`config.mk`:
```
export PLATFORM = sky130hd
export DESIGN_NAME = denise_hamencoder
export DESIGN_NICKNAME = d
export VERILOG_FILES = /design/src/rtl/denise_hamencoder.sv
export SDC_FILE = /design/constraint.sdc
export NUM_CORES = 1
export LEC_CHECK = 0
export ABC_CLOCK_PERIOD_IN_PS = 9400
export BUFFER_PORTS_ARGS = -buffer_cell sky130_fd_sc_hd__buf_4
export CORE_MARGIN = 5
export CORE_UTILIZATION = 45
export CTS_CLUSTER_SIZE = 25
export DETAILED_ROUTE_END_ITERATION = 8
export GPL_TIMING_DRIVEN = 0
export PLACE_DENSITY_LB_ADDON = 0.3
export SYNTH_ARGS = -nofsm -noshare
export SYNTH_HDL_FRONTEND = slang
export SYNTH_SLANG_ARGS = --single-unit
```
`constraint.sdc`:
```
create_clock -name clk -period 9.4 [get_ports clk]
set_input_delay 0.47 -clock clk [delete_from_list [all_inputs] [get_ports clk]]
set_output_delay 0.47 -clock clk [all_outputs]
set_load 0.005 [all_outputs]
```
`src/rtl/denise_hamencoder.sv`:
```
`timescale 1ns/1ps
`default_nettype none
// ============================================================================
// Module   : denise_hamencoder
// Brief    : HAM6 encoder. Picks the closest decodable HAM code for each RGB
//            pixel from three modify codes and a local 16-entry palette copy.
//            Optional macro HAMENC_EARLY_EXIT_EN ends the search on an exact hit.
// Revision : 1.0 - initial release
// ============================================================================
module denise_hamencoder (
    input  logic        clk,
    input  logic        _reset,
    input  logic        clk7_en,
    input  logic [8:1]  reg_address_in,
    input  logic [11:0] data_in,
    input  logic        in_valid,
    output logic        in_ready,
    input  logic [11:0] in_rgb,
    input  logic        in_sol,
    output logic        out_valid,
    input  logic        out_ready,
    output logic [5:0]  out_ham,
    output logic [5:0]  out_err
);

    localparam logic [8:0] COLORBASE = 9'h180;

    typedef enum logic [1:0] {
        S_IDLE   = 2'd0,
        S_SEARCH = 2'd1,
        S_EMIT   = 2'd2
    } state_t;

    state_t      r_state;
    state_t      w_next_state;
    logic [3:0]  r_idx;
    logic [11:0] r_pix;
    logic [11:0] r_prev;
    logic [5:0]  r_best_code;
    logic [5:0]  r_best_err;
    logic [11:0] r_best_col;
    logic [11:0] r_palette [16];

    function automatic logic [5:0] abs_diff4(input logic [3:0] a, input logic [3:0] b);
        return (a >= b) ? {2'b00, a - b} : {2'b00, b - a};
    endfunction

    function automatic logic [5:0] rgb_err(input logic [11:0] a, input logic [11:0] b);
        return abs_diff4(a[11:8], b[11:8]) + abs_diff4(a[7:4], b[7:4]) + abs_diff4(a[3:0], b[3:0]);
    endfunction

    // Palette shadow of COLOR00..COLOR15; writes land in any FSM state.
    always_ff @(posedge clk or negedge _reset) begin
        if (!_reset) begin
            for (int i = 0; i < 16; i++) begin
                r_palette[i] <= 12'h000;
            end
        end else if (clk7_en && (reg_address_in[8:5] == COLORBASE[8:5])) begin
            r_palette[reg_address_in[4:1]] <= data_in;
        end
    end

    logic [11:0] w_prev_eff;
    logic [11:0] w_mb_col;
    logic [11:0] w_mr_col;
    logic [11:0] w_mg_col;
    logic [5:0]  w_mb_err;
    logic [5:0]  w_mr_err;
    logic [5:0]  w_mg_err;
    logic [5:0]  w_mod_code;
    logic [5:0]  w_mod_err;
    logic [11:0] w_mod_col;

    assign w_prev_eff = in_sol ? r_palette[0] : r_prev;
    assign w_mb_col   = {w_prev_eff[11:4], in_rgb[3:0]};
    assign w_mr_col   = {in_rgb[11:8], w_prev_eff[7:0]};
    assign w_mg_col   = {w_prev_eff[11:8], in_rgb[7:4], w_prev_eff[3:0]};
    assign w_mb_err   = rgb_err(in_rgb, w_mb_col);
    assign w_mr_err   = rgb_err(in_rgb, w_mr_col);
    assign w_mg_err   = rgb_err(in_rgb, w_mg_col);

    // Ties keep the earlier candidate, so blue beats red beats green.
    always_comb begin
        w_mod_code = {2'b01, in_rgb[3:0]};
        w_mod_err  = w_mb_err;
        w_mod_col  = w_mb_col;
        if (w_mr_err < w_mod_err) begin
            w_mod_code = {2'b10, in_rgb[11:8]};
            w_mod_err  = w_mr_err;
            w_mod_col  = w_mr_col;
        end
        if (w_mg_err < w_mod_err) begin
            w_mod_code = {2'b11, in_rgb[7:4]};
            w_mod_err  = w_mg_err;
            w_mod_col  = w_mg_col;
        end
    end

    logic [11:0] w_pal_col;
    logic [5:0]  w_pal_err;
    logic        w_pal_better;

    assign w_pal_col    = r_palette[r_idx];
    assign w_pal_err    = rgb_err(r_pix, w_pal_col);
    assign w_pal_better = (w_pal_err < r_best_err);

    always_ff @(posedge clk or negedge _reset) begin
        if (!_reset) begin
            r_state <= S_IDLE;
        end else begin
            r_state <= w_next_state;
        end
    end

    always_comb begin
        w_next_state = r_state;
        case (r_state)
            S_IDLE: begin
                if (in_valid) begin
`ifdef HAMENC_EARLY_EXIT_EN
                    if (w_mod_err == 6'd0) begin
                        w_next_state = S_EMIT;
                    end else begin
                        w_next_state = S_SEARCH;
                    end
`else
                    w_next_state = S_SEARCH;
`endif
                end
            end
            S_SEARCH: begin
`ifdef HAMENC_EARLY_EXIT_EN
                if ((w_pal_better && (w_pal_err == 6'd0)) || (r_idx == 4'd15)) begin
                    w_next_state = S_EMIT;
                end
`else
                if (r_idx == 4'd15) begin
                    w_next_state = S_EMIT;
                end
`endif
            end
            S_EMIT: begin
                if (out_ready) begin
                    w_next_state = S_IDLE;
                end
            end
            default: w_next_state = S_IDLE;
        endcase
    end

    always_ff @(posedge clk or negedge _reset) begin
        if (!_reset) begin
            r_idx       <= 4'd0;
            r_pix       <= 12'h000;
            r_prev      <= 12'h000;
            r_best_code <= 6'h00;
            r_best_err  <= 6'h00;
            r_best_col  <= 12'h000;
        end else begin
            case (r_state)
                S_IDLE: begin
                    if (in_valid) begin
                        r_pix       <= in_rgb;
                        r_idx       <= 4'd0;
                        r_best_code <= w_mod_code;
                        r_best_err  <= w_mod_err;
                        r_best_col  <= w_mod_col;
                    end
                end
                S_SEARCH: begin
                    if (w_pal_better) begin
                        r_best_code <= {2'b00, r_idx};
                        r_best_err  <= w_pal_err;
                        r_best_col  <= w_pal_col;
                    end
                    r_idx <= r_idx + 4'd1;
                end
                S_EMIT: begin
                    // The decoder's previous colour advances only when the code is taken.
                    if (out_ready) begin
                        r_prev <= r_best_col;
                    end
                end
                default: ;
            endcase
        end
    end

    assign in_ready  = (r_state == S_IDLE);
    assign out_valid = (r_state == S_EMIT);
    assign out_ham   = r_best_code;
    assign out_err   = r_best_err;

endmodule
`default_nettype wire

```
==> results of run 1 <==
[how the worst max path moves through the flow]
stage,endpoint,cells past startpoint
2_1_floorplan,out_err[2],28
3_3_place_gp,out_err[2],29
3_5_place_dp,out_err[2],29
4_1_cts,out_ham[3],30
5_1_grt,out_ham[3],30
6_report,out_ham[3],30
[registers in the layout (all words and copies together), names as in the netlist]
name,count
out_err,6
out_ham,6
r_best_col,12
r_idx,4
r_palette,192
r_pix,12
r_prev,12
r_state,2
[through the flow]
stage	instance area, um^2	hold slack, ns	util	instances	worst slack (ns)
floorplan	14100	0.174	-	1099	2.30
global placement	15000	0.470	0.487	1546	0.816
detailed placement	15000	0.397	0.489	1548	0.651
CTS	15900	0.158	0.517	1598	1.17
global route	15900	0.166	0.517	1598	0.589
finish	15900	0.179	0.517	1598	1.06
[what timing repair did]
action / CTS / global route
setup buffers: 0 / 0
endpoints found under the hold margin: 47 / 0
hold buffers: 1 / 0
[worst reg2reg max path, delay by kind of cell (launching register included)]
kind            cells  cell delay [ns]
compound gates     13             3.62
flops               1             0.40
fa+ha+maj           5             1.65
mux                 2             0.63
buf+inv             3             0.80
simple gates        5             0.66
[routing by layer]
| metal | share of wire | wire (um) |
|---|---|---|
| met5 | 0 | 0 |
| met4 | 0.029 | 945 |
| met3 | 0.039 | 1270 |
| met2 | 0.47 | 15400 |
| met1 | 0.46 | 15200 |
[placed cells by master, fill, tap and decap left out, types with 10 or more instances in the layout]
cell type	n
mux2_2	216
dfrtp_1	246
ha_1	82
fa_1	20
inv_1	88
clkbuf_16	28
clkbuf_1	57
nand2b_1	10
mux4_2	60
a21o_1	30
a22oi_1	13
nor2_1	33
xnor2_1	11
nand2_1	34
mux2i_1	32
o21ai_0	32
a21oi_1	42
a22o_1	14
buf_4	50
[layout make-up]
type | count | area [um^2] | share of cell area
inverters | 88 | 330 | 0.0208
well taps | 396 | 495 | 0.0312
clock inverters | 7 | 68.8 | 0.00433
flip-flops and latches | 246 | 6160 | 0.387
repair buffers | 54 | 455 | 0.0286
clock buffers | 42 | 803 | 0.0505
plain buffers | 61 | 262 | 0.0164
multi-input cells | 704 | 7330 | 0.461
[cell families (layout without fill, tap and decap cells)]
family	count (synthesis)	after routing	synth area share
multiplexers	308	308	0.291
flip-flops	246	246	0.437
AO/OA/AOI/OAI	166	166	0.0802
buffers and inverters	149	252	0.0420
AND/OR/NAND/NOR	109	109	0.0361
adder cells (fa/ha/maj)	102	102	0.101
XOR/XNOR	19	19	0.0118
==> summary.md, run 1 <==
| Metric | Value |
|---|---|
| Crit Path Class | `in2reg` |
| Path depth of the worst reg2reg path | `28` |
| Initial standard-cell utilization of the core | `0.458` |
| Max Cap Viol | `0` |
| 1st-pass router iterations | `5` |
| FMAX | `0.120 GHz` |
| Slowest library cell on the worst path | `buf_1` |
| Synth Area per Inst | `12.8 um^2` |
| Run status | `finished, final reports clean` |
| Number of H-tree branching levels | `1` |
| Number of antenna cells inserted | `0` |
| CP Max Fanout | `10` |
| Most numerous cell in the Yosys netlist | `dfrtp_1` |
| Met1 track demand over resource in global routing | `0.270` |
| Critical Path Sink Type | `flip-flop` |
| Site row count | `64` |
| Synthesized netlist net count | `1,239` |
| Num CTS Buffers | `28` |
| Root Driver | `clkbuf_16` |
| Final Skew | `0.0474 ns` |
| Synth top area cells | `dfrtp_1 (44%), mux2_2 (17%), mux4_2 (9.6%)` |
| Share of cells above drive strength 1 | `0.323` |
| Core Box Area | `30,700 um^2` |
| Fillcell total | `2,684` |
| Clock slew at the register clock pins of the worst setup and hold paths | `0.06 ns` |
| Post-detailed-placement half-perimeter wirelength | `24.9 mm` |
| First-pass GRT wire length | `53.7 mm` |
| Commonest cells in the netlist | `dfrtp_1 (246), mux2_2 (216), inv_1 (88), ha_1 (82), mux4_2 (60)` |
| Crit path time final | `8.34 ns` |
| Number of distinct library cell variants in the gate-level netlist after synthesis | `56` |
| Seq/Total Area, Yosys | `0.437` |
| Die boundary height | `187 um` |
| Total die area | `34,900 um^2` |
| Largest stage delay on the critical path | `0.65 ns` |
| Met3 track demand over resource | `0.0213` |
| Most used routing layer in global routing | `met2` |
| Arrival time worst endpoint | `8.74 ns` |
| Worst Hold Depth | `3` |
| Maximum buffer depth of the clock tree | `3` |
| Number of vias in the routed layout | `9,025` |
| Antenna violations before repair | `0` |
| Setup TNS Final | `0 ns` |
| Final weighted congestion of routability-driven global placement | `0.867` |
| Capturing point of the worst reg2reg path | `out_ham[3]` |
| Largest delay contributor family on the critical path | `compound AO/OA/AOI/OAI gates` |
| Horizontal die dimension | `187 um` |
| Worst relative slew slack | `0.326` |
| First-iteration detailed-routing DRC count | `445` |
| Port Buffers | `51` |
| Unrepaired setup endpoints after global routing | `no` |
| Number of global-route vias before repair | `9,540` |
| Number of buffers and inverters on the critical path | `5` |
| Post-synth top area share | `0.437` |
| Final Hold Violating Endpoints | `0` |
| Category of the worst setup path launch point | `input pin` |
| Maximum number of pins on one net before global-route repair | `121` |
| Most frequent cell on the critical path | `ha_1` |
| Worst setup path start | `in_sol` |
| Total overflow reported by the global router | `0` |
| Type of the tightest min-delay check | `in2reg` |
| Yosys reg bits | `246` |
| Post-route DRC | `0` |
| Most used flip-flop cell after synthesis | `dfrtp_1` |
| CP required | `9.80 ns` |
| FFs w/ async S/R, synth | `1.00` |
| Total global-route track usage | `0.189` |
| Tcrit/Tclk final | `0.887` |
| Area Growth Syn to Fin | `12.9%` |
| Post-detailed-routing wire length | `32.8 mm` |
| Skew-Pair Late Insertion Delay | `0.57 ns` |
| Remaining number of nets flagged by the antenna check after routing | `0` |
| Yosys warning total | `0` |
| Quantity of gates resized following cts | `0` |
| FF-to-FF setup slack | `1.50 ns` |
| Ports placed on the boundary | `52` |
| Met2 layer usage reported by global route | `0.310` |
| Most area-hungry cell type in the Yosys netlist | `dfrtp_1` |
| Hold wc startpoint | `in_rgb[7]` |
| Capture endpoint of the worst hold path | `r_pix[7]` |
| Final net count | `1,323` |
| Total count of max-transition violations in the final report | `0` |
| Routed wire length per instance | `20.5 um` |
| Number of instances in the synthesized netlist | `1,099` |
| Final setup violation count | `0` |
| Clock sink total | `246` |
| Post-synthesis instance area | `14,100 um^2` |
| Worst Max-Slew Pin Slew | `1.00 ns` |
| R2R Path Start | `r_palette[181]` |
| TritonCTS clock tree | `done` |
| Number of enable flip-flop cells after synthesis | `0` |
| DR vias/cell | `5.65` |
Power of run 1 is left out: the tool's default activity adds up to more than one toggle a clock period on the data nets, which glitch-free logic cannot reach.
==> run 2, diff against run 1 <==
- RECOVER_POWER: not set -> 100
==> run 2 against run 1 <==
Net effect:
- non-clock buffer count unchanged
- critical path type unchanged
- the run now ends with max-capacitance violations, max-slew violations left
- maximum frequency down 1.0%
- sequential cell count unchanged
- register-to-register slack worse by 0.08 ns
- core utilization down 0.14 points
- die area unchanged
- final area down 0.27%
- final cell count unchanged
- clock-buffer cell count unchanged
- highest routed layer unchanged
- largest cell class unchanged
- global-route usage unchanged
- via count down 0.60%
==> summary.md, run 2 (synthesis gave the netlist of run 1 again) <==
| Metric | Value |
|---|---|
| Final Hold Violating Endpoints | `0 (unchanged)` |
| Unrepaired setup endpoints after global routing | `no (unchanged)` |
| Number of antenna cells inserted | `0 (unchanged)` |
| Maximum number of pins on one net before global-route repair | `121 (unchanged)` |
| Total count of max-transition violations in the final report | `129 (was 0)` |
| Clock slew at the register clock pins of the worst setup and hold paths | `0.06 ns (about the same)` |
| First-iteration detailed-routing DRC count | `423 (was 445)` |
| Number of vias in the routed layout | `8,971 (was 9,025)` |
| Worst Hold Depth | `3 (unchanged)` |
| Worst relative slew slack | `-1.93 (was 0.326)` |
| Die boundary height | `187 um (unchanged)` |
| Largest delay contributor family on the critical path | `compound AO/OA/AOI/OAI gates (unchanged)` |
| CP required | `9.83 ns (was 9.80 ns)` |
| Post-route DRC | `0 (unchanged)` |
| DR vias/cell | `5.61 (was 5.65)` |
| Clock sink total | `246 (unchanged)` |
| Crit path depth | `29 (was 30)` |
| CP Max Fanout | `10 (unchanged)` |
| Final Skew | `0.0466 ns (was 0.0474 ns)` |
| Num CTS Buffers | `28 (unchanged)` |
| Largest register FFs | `192 (unchanged)` |
| Max Cap Viol | `2 (was 0)` |
| Commonest non-fill, non-tap cells in the layout | `dfrtp_1 (246), mux2_2 (215), inv_1 (88) (was dfrtp_1 (246), mux2_2 (216), inv_1 (88))` |
| Arrival time worst endpoint | `8.86 ns (was 8.74 ns)` |
| Most frequent cell on the critical path | `ha_1 (unchanged)` |
| Type of the tightest min-delay check | `in2reg (unchanged)` |
| Run status | `finished with violations (was finished, final reports clean)` |
| Share of cells above drive strength 1 | `0.318 (was 0.323)` |
| Total overflow reported by the global router | `0 (unchanged)` |
| Remaining number of nets flagged by the antenna check after routing | `0 (unchanged)` |
| Largest stage delay on the critical path | `0.68 ns (was 0.65 ns)` |
| Largest Register | `r_palette (unchanged)` |
| Final weighted congestion of routability-driven global placement | `0.867 (unchanged)` |
| FF-to-FF setup slack | `1.42 ns (was 1.50 ns)` |
| Category of the worst setup path launch point | `input pin (unchanged)` |
| 1st-pass router iterations | `5 (unchanged)` |
| Crit Path Class | `in2reg (unchanged)` |
| Most common cell after layout, fill and taps aside | `dfrtp_1 (unchanged)` |
| Root Driver | `clkbuf_16 (unchanged)` |
| FMAX | `0.119 GHz (was 0.120 GHz)` |
| Routed wire length per instance | `20.5 um (about the same)` |
| Setup TNS Final | `0 ns (unchanged)` |
| Final setup violation count | `0 (unchanged)` |
| Fillcell total | `2,693 (was 2,684)` |
| Setup slack after layout | `0.974 ns (was 1.06 ns)` |
| First-pass GRT wire length | `53.7 mm (unchanged)` |
| Site row count | `64 (unchanged)` |
| Capturing point of the worst reg2reg path | `out_err[2] (was out_ham[3])` |
| Area Growth Syn to Fin | `12.6% (was 12.9%)` |
| Tcrit/Tclk final | `0.896 (was 0.887)` |
| Post-detailed-routing wire length | `32.7 mm (was 32.8 mm)` |
| Maximum buffer depth of the clock tree | `3 (unchanged)` |
| TritonCTS clock tree | `done (unchanged)` |
| Capture endpoint of the worst hold path | `r_pix[7] (unchanged)` |
| Worst slack after detailed placement | `0.651 ns (unchanged)` |
| Ports placed on the boundary | `52 (unchanged)` |
| Skew-Pair Late Insertion Delay | `0.57 ns (about the same)` |
| Slowest library cell on the worst path | `clkbuf_1 (was buf_1)` |
| Core Box Area | `30,700 um^2 (unchanged)` |
| Path depth of the worst reg2reg path | `27 (was 28)` |
| Number of H-tree branching levels | `1 (unchanged)` |
| Initial standard-cell utilization of the core | `0.458 (unchanged)` |
| Post-detailed-placement half-perimeter wirelength | `24.9 mm (unchanged)` |
| Number of global-route vias before repair | `9,540 (unchanged)` |
| Antenna violations before repair | `0 (unchanged)` |
| Setup Fix Bufs, Post-CTS | `0 (unchanged)` |
| Critical Path Sink Type | `flip-flop (unchanged)` |
| Crit path time final | `8.43 ns (was 8.34 ns)` |
| R2R Path Start | `r_palette[181] (unchanged)` |
| Total die area | `34,900 um^2 (unchanged)` |
| Final net count | `1,323 (unchanged)` |
| Hold wc startpoint | `in_rgb[7] (unchanged)` |
| Number of buffers and inverters on the critical path | `4 (was 5)` |
| Horizontal die dimension | `187 um (unchanged)` |
| Worst Max-Slew Pin Slew | `4.39 ns (was 1.00 ns)` |
| Total global-route track usage | `0.189 (unchanged)` |
| Port Buffers | `51 (unchanged)` |
| Violations in the final reports | `max-capacitance violations, max-slew violations` |
[run 2: repair_timing]
item                       CTS  global route
hold endpoints to repair    47             0
gates resized for setup      0             0
hold buffers                 1             0
setup endpoints to repair    0             0
[run 2: per-layer routing]
| layer | routed length, um | GRT usage | vias up |
|---|---|---|---|
| met5 | 0 | 0 | - |
| met4 | 919 | 0.0509 | 0 |
| met3 | 1160 | 0.0213 | 43 |
| met2 | 15500 | 0.310 | 186 |
| met1 | 15200 | 0.270 | 4584 |
| li1 | - | - | 4158 |
[run 2: how the worst max path moves through the flow]
stage	start	endpoint	slack [ns]
after floorplan	in_sol	out_err[2]	2.30
after global placement	in_sol	out_err[2]	0.82
after detailed placement	in_sol	out_err[2]	0.65
after CTS	in_sol	out_ham[3]	1.17
after global routing	in_sol	out_ham[3]	0.42
final	in_sol	out_err[2]	0.97
[run 2: final cells by class]
cell class	count	area, um^2	area share
well taps	396	495	0.0312
repair buffers	54	417	0.0263
plain buffers	61	260	0.0164
inverters	88	330	0.0208
clock inverters	7	68.8	0.00434
clock buffers	42	803	0.0506
multi-input cells	704	7330	0.462
flip-flops and latches	246	6160	0.388
[run 2: tightest hold or removal path: stages]
cell and delay (ns):
buf_4 0.11, nand2_1 0.05, nand2_1 0.05
[run 2: per-stage QoR]
stage | cell area (um^2) | hold slack (ns) | utilization | instances
floorplan | 14100 | 0.174 | - | 1099
global placement | 15000 | 0.470 | 0.487 | 1546
detailed placement | 15000 | 0.397 | 0.489 | 1548
CTS | 15900 | 0.158 | 0.517 | 1598
global route | 15900 | 0.166 | 0.516 | 1598
finish | 15900 | 0.178 | 0.516 | 1598
Power of run 2 is left out for the same reason.
